`src/rtl/branch_predictor.sv`:
```
// Direct-mapped BTB with saturating direction counters; IF lookup, EX training.
// Optional statistics counters are enabled with `define BRANCH_PREDICTOR_STATS_EN.
module branch_predictor #(
    parameter int ADDR_WIDTH   = 32,
    parameter int ENTRIES      = 16,
    parameter int COUNTER_BITS = 2,
    parameter int STAT_WIDTH   = 32
) (
    input  logic                  clk,
    input  logic                  reset,
    input  logic                  flush_all,
    input  logic                  lookup_valid,
    input  logic [ADDR_WIDTH-1:0] lookup_pc,
    output logic                  predict_hit,
    output logic                  predict_taken,
    output logic [ADDR_WIDTH-1:0] predict_target,
`ifdef BRANCH_PREDICTOR_STATS_EN
    input  logic                  stat_clear,
    output logic [STAT_WIDTH-1:0] stat_lookups,
    output logic [STAT_WIDTH-1:0] stat_hits,
    output logic [STAT_WIDTH-1:0] stat_updates,
    output logic [STAT_WIDTH-1:0] stat_mispredicts,
`endif
    input  logic                  upd_valid,
    input  logic [ADDR_WIDTH-1:0] upd_pc,
    input  logic                  upd_taken,
    input  logic [ADDR_WIDTH-1:0] upd_target,
    input  logic                  upd_mispredict
);

    localparam int IB    = $clog2(ENTRIES);
    localparam int TAG_W = ADDR_WIDTH - IB - 2;

    localparam logic [COUNTER_BITS-1:0] CTR_MAX  = '1;
    localparam logic [COUNTER_BITS-1:0] CTR_ZERO = '0;
    localparam logic [COUNTER_BITS-1:0] CTR_ONE  = 1;
    localparam logic [COUNTER_BITS-1:0] CTR_WEAK = CTR_ONE << (COUNTER_BITS - 1);
    localparam logic [ADDR_WIDTH-1:0]   PC_STEP  = 4;

    logic                    valid_q  [ENTRIES];
    logic [TAG_W-1:0]        tag_q    [ENTRIES];
    logic [ADDR_WIDTH-1:0]   target_q [ENTRIES];
    logic [COUNTER_BITS-1:0] ctr_q    [ENTRIES];

    logic [IB-1:0]    look_idx;
    logic [TAG_W-1:0] look_tag;
    logic [IB-1:0]    upd_idx;
    logic [TAG_W-1:0] upd_tag;
    logic             upd_hit;

    assign look_idx = lookup_pc[IB+1:2];
    assign look_tag = lookup_pc[ADDR_WIDTH-1:IB+2];
    assign upd_idx  = upd_pc[IB+1:2];
    assign upd_tag  = upd_pc[ADDR_WIDTH-1:IB+2];

    // Lookup reads stored state only; same-cycle updates are not bypassed.
    always_comb begin
        predict_hit    = valid_q[look_idx] && (tag_q[look_idx] == look_tag);
        predict_taken  = predict_hit && ctr_q[look_idx][COUNTER_BITS-1];
        predict_target = predict_taken ? target_q[look_idx]
                                       : lookup_pc + PC_STEP;
    end

    assign upd_hit = valid_q[upd_idx] && (tag_q[upd_idx] == upd_tag);

    always_ff @(posedge clk or posedge reset) begin
        if (reset) begin
            for (int i = 0; i < ENTRIES; i++) begin
                valid_q[i]  <= 1'b0;
                tag_q[i]    <= '0;
                target_q[i] <= '0;
                ctr_q[i]    <= '0;
            end
        end else if (flush_all) begin
            // Program reload: drop entries but keep counters and targets.
            for (int i = 0; i < ENTRIES; i++) begin
                valid_q[i] <= 1'b0;
            end
        end else if (upd_valid) begin
            if (upd_hit) begin
                if (upd_taken) begin
                    target_q[upd_idx] <= upd_target;
                    if (ctr_q[upd_idx] != CTR_MAX) begin
                        ctr_q[upd_idx] <= ctr_q[upd_idx] + CTR_ONE;
                    end
                end else if (ctr_q[upd_idx] != CTR_ZERO) begin
                    ctr_q[upd_idx] <= ctr_q[upd_idx] - CTR_ONE;
                end
            end else if (upd_taken) begin
                valid_q[upd_idx]  <= 1'b1;
                tag_q[upd_idx]    <= upd_tag;
                target_q[upd_idx] <= upd_target;
                ctr_q[upd_idx]    <= CTR_WEAK;
            end
        end
    end

`ifdef BRANCH_PREDICTOR_STATS_EN
    localparam logic [STAT_WIDTH-1:0] STAT_ONE = 1;
    localparam logic [STAT_WIDTH-1:0] STAT_MAX = '1;

    logic [STAT_WIDTH-1:0] lookups_q;
    logic [STAT_WIDTH-1:0] hits_q;
    logic [STAT_WIDTH-1:0] updates_q;
    logic [STAT_WIDTH-1:0] mispredicts_q;

    function automatic logic [STAT_WIDTH-1:0] sat_inc(
        input logic [STAT_WIDTH-1:0] v,
        input logic                  en
    );
        return (en && (v != STAT_MAX)) ? v + STAT_ONE : v;
    endfunction

    always_ff @(posedge clk or posedge reset) begin
        if (reset) begin
            lookups_q     <= '0;
            hits_q        <= '0;
            updates_q     <= '0;
            mispredicts_q <= '0;
        end else if (stat_clear) begin
            lookups_q     <= '0;
            hits_q        <= '0;
            updates_q     <= '0;
            mispredicts_q <= '0;
        end else begin
            lookups_q     <= sat_inc(lookups_q, lookup_valid);
            hits_q        <= sat_inc(hits_q, lookup_valid && predict_hit);
            updates_q     <= sat_inc(updates_q, upd_valid);
            mispredicts_q <= sat_inc(mispredicts_q,
                                     upd_valid && upd_mispredict);
        end
    end

    assign stat_lookups     = lookups_q;
    assign stat_hits        = hits_q;
    assign stat_updates     = updates_q;
    assign stat_mispredicts = mispredicts_q;

    logic unused_bits;
    assign unused_bits = ^{lookup_pc[1:0], upd_pc[1:0]};
`else
    logic unused_bits;
    assign unused_bits = ^{lookup_pc[1:0], upd_pc[1:0],
                           lookup_valid, upd_mispredict};
`endif

endmodule
```
`config.mk`:
```
export PLATFORM = sky130hd
export DESIGN_NAME = branch_predictor
export DESIGN_NICKNAME = d
export VERILOG_FILES = /design/src/rtl/branch_predictor.sv
export SDC_FILE = /design/constraint.sdc
export NUM_CORES = 2
export LEC_CHECK = 0
export CORE_MARGIN = 5
export CORE_UTILIZATION = 40
export CTS_CLUSTER_SIZE = 25
export DETAILED_ROUTE_END_ITERATION = 7
export SLEW_MARGIN = 20
export SYNTH_ARGS = -nofsm -noshare
export SYNTH_HDL_FRONTEND = slang
export SYNTH_SLANG_ARGS = --single-unit
```
`constraint.sdc`:
```
create_clock -name clk -period 42.7 [get_ports clk]
set_input_delay 8.54 -clock clk [delete_from_list [all_inputs] [get_ports clk]]
set_output_delay 8.54 -clock clk [all_outputs]
set_load 0.05 [all_outputs]
```
==> metrics.md <==
| Metric | Value |
|---|---|
| Hold WC Path Type | flop to flop |
| Switching share of power | 26.2% |
| Depth of the CTS H-tree | 3 |
| Cts hold-fix bufs | 0 |
| Relative slew slack | 26.7% |
| Most frequent cells in the layout | dfrtp_1 (976), mux2_2 (853), nand2_1 (429), mux4_2 (367), clkdlybuf4s50_1 (124) |
| Net Sw Power | 640 µW |
| Slew @ Worst Pin | 1100 ps |
| Vias in the first global route | 32,800 |
| Syn avg cell area | 14.0 µm² |
| DRC Markers | 0 |
| Power share of the combinational group | 15.8% |
| Peak VDD IR | 0.0000341 V |
| Remaining Overflow, GRT | 0 |
| Critical path type | input port to output port |
| Root buffer cell | clkbuf_16 |
| DP Area | 52,700 µm² |
| Commonest non-fill, non-tap cell in the layout | dfrtp_1 |
| Syn Nets | 3,670 |
| Worst Setup Start Kind | input port |
| Clock share of power | 38.5% |
| Die W | 364 µm |
| Skew-Pair Late Insertion Delay | 710 ps |
| Post-DP HPWL | 87,300 µm |
| Synth Instances | 3,564 |
| Yosys warns | 0 |
| GPL Wtd Cong | 0.820 |
| GRT Util Overall | 22.3% |
| Cts bufs inserted | 108 |
| Synth unique cells | 71 |
| Setup WS pre-CTS | 19,660 ps |
| Worst setup EP type | output port |
| Max Cap Viol | 0 |
| Clock Sinks | 976 |
| Largest net degree at the start of global routing | 121 |
| Required time worst endpoint | 34,160 ps |
| Clock-pin slew on the worst setup and hold paths | 60 ps |
| Status | finished clean |
| Detailed-route wire length per cell | 27.7 µm |
| Iteration-0 DRC count of the detailed router | 2,531 |
| Clock buffer depth | 3 |
| Final hold vios | 0 |
| CTS tree | yes |
| RSZ-0062 raised after global routing | false |
| Worst-path fanout max | 54 |
| Die area | 132,000 µm² |
| Row cnt | 129 |
| Post-synth EDFFs | 0 |
| Core area | 124,000 µm² |
| Layout Nets | 3,676 |
| Synth Flop Type | dfrtp_1 |
| Drt pass-1 iters | 5 |
| Syn-to-layout area delta | 12.5% |
| Vias per cell | 5.91 |
| Sequential power share | 45.7% |
| Lkg Pwr | 25.2 nW |
| Initial antenna violation count | 16 |
| Pins Over Slew Limit | 0 |
| Clock Skews | 28.3 ps |
| Pint | 1.80 mW |
| Global-route wire length before repair | 221,000 µm |
| Antenna-violating nets left | 0 |
| IO buf count | 132 |
| Fmax | 0.0436 GHz |
| Post_cts resized | 0 |
| Fin crit period | 22,940 ps |
| Post-CTS setup buffer count | 0 |
| Die Span Y | 364 µm |
| Vias post-DR | 31,300 |
| Ratio of cells with drive above 1 in the final layout | 41.8% |
| Post-Layout Inst Area | 56,300 µm² |
| Syn Std Cell Area | 50,000 µm² |
| Register bit total from synthesis | 976 |
| Ports | 137 |
| Worst setup margin | 19,760 ps |
| FF/Latch Area | 24,400 µm² |
| Worst EP arrival | 14,400 ps |
| Power Dens Cells | 43.4 nW/µm² |
| Final period utilization | 53.7% |
| TNS Setup | 0 ps |
| Fillcell total | 11,100 |
| Setup violations, final | 0 |
| Routed wire length | 147,000 µm |
| WHS | 470 ps |
| Post-synthesis sequential area ratio | 48.8% |
| Area of the multi-input gates | 24,100 µm² |
| Starting Density | 40.4% |
| Asr flop ratio synth | 100% |
-- sequential cells by signal (all words and copies together) (netlist names) --
name and cells:
target_q 512, valid_q 16, ctr_q 32, tag_q 416
-- cell usage after synthesis (21+ instances only) --
cell type / number / area, µm²
nor2_1: 38 / 143
clkbuf_1: 191 / 717
nor2b_1: 30 / 188
mux2i_1: 95 / 951
buf_1: 25 / 93.8
dfrtp_1: 976 / 24400
mux2_2: 853 / 9610
xor2_1: 21 / 184
mux4_2: 367 / 8270
xnor2_1: 50 / 438
mux2_1: 26 / 293
nand3_1: 28 / 140
inv_1: 29 / 109
buf_2: 64 / 320
nand2_1: 430 / 1610
a21oi_1: 27 / 135
-- power groups by stage --
stage / Sequential (mW) / Combinational [mW] / Clock, mW
final: 1.12 / 0.385 / 0.939
after global placement: 1.13 / 0.380 / 0
after floorplan: 1.11 / 0.295 / 0
after global routing: 1.13 / 0.417 / 0.998
after CTS: 1.11 / 0.387 / 0.961
after detailed placement: 1.13 / 0.386 / 0
-- kinds of logic after synthesis --
| family | share of synthesized area, % |
|---|---|
| compound gates | 2.61 |
| xor+xnor | 1.24 |
| fa+ha+maj | 0.0750 |
| buf+inv | 3.25 |
| flops | 48.8 |
| mux | 38.2 |
| simple gates | 5.81 |
-- metrics by stage --
stage	std cells	util [%]	power (mW)
6_report	5300	45.4	2.44
5_1_grt	5298	45.4	2.54
4_1_cts	5295	45.4	2.46
3_5_place_dp	5096	42.5	1.52
3_3_place_gp	5096	42.5	1.50
2_1_floorplan	3564	-	1.41
-- layout make-up --
class                   count  area share (%)
well taps                1637            3.64
clock inverters            44           0.880
inverters                  31           0.220
multi-input cells        2238            42.9
flip-flops and latches    976            43.4
diodes                      4          0.0178
repair buffers            215            3.50
clock buffers             155            5.47
-- per-layer routing --
layer / track usage (%) / up-vias / share of wire, %
met1: 31.7 / 16900 / 44
li1: - / 13300 / -
met5: 0 / - / 0.066
met2: 35.1 / 964 / 47
met4: 5.18 / 14 / 2.0
met3: 5.19 / 192 / 7.1
-- worst paths after layout --
check                         startpoint                  to  slack, ps  depth (start not counted)
setup / recovery            lookup_pc[2]  predict_target[20]      19760                         14
hold / removal             target_q[435]       target_q[435]        470                          2
setup reg to reg                tag_q[6]          tag_q[286]      37040                         11
hold reg to reg            target_q[435]       target_q[435]        470                          2
max in group asynchronous          reset          tag_q[302]      30310                          6
min in group asynchronous          reset       target_q[286]       8480                          2
-- critical path, stage by stage --
cell and delay [ps]:
buf_8 450, buf_4 750, buf_4 760, mux4_2 580, nor2b_1 140, a211oi_1 240
a21oi_1 100, xor2_1 180, nor4b_1 370, nand4b_1 230, nor4_4 320, buf_4 440
mux2_2 460, clkdlybuf4s50_1 730
Note: power is estimated with default switching activity, not from simulation.
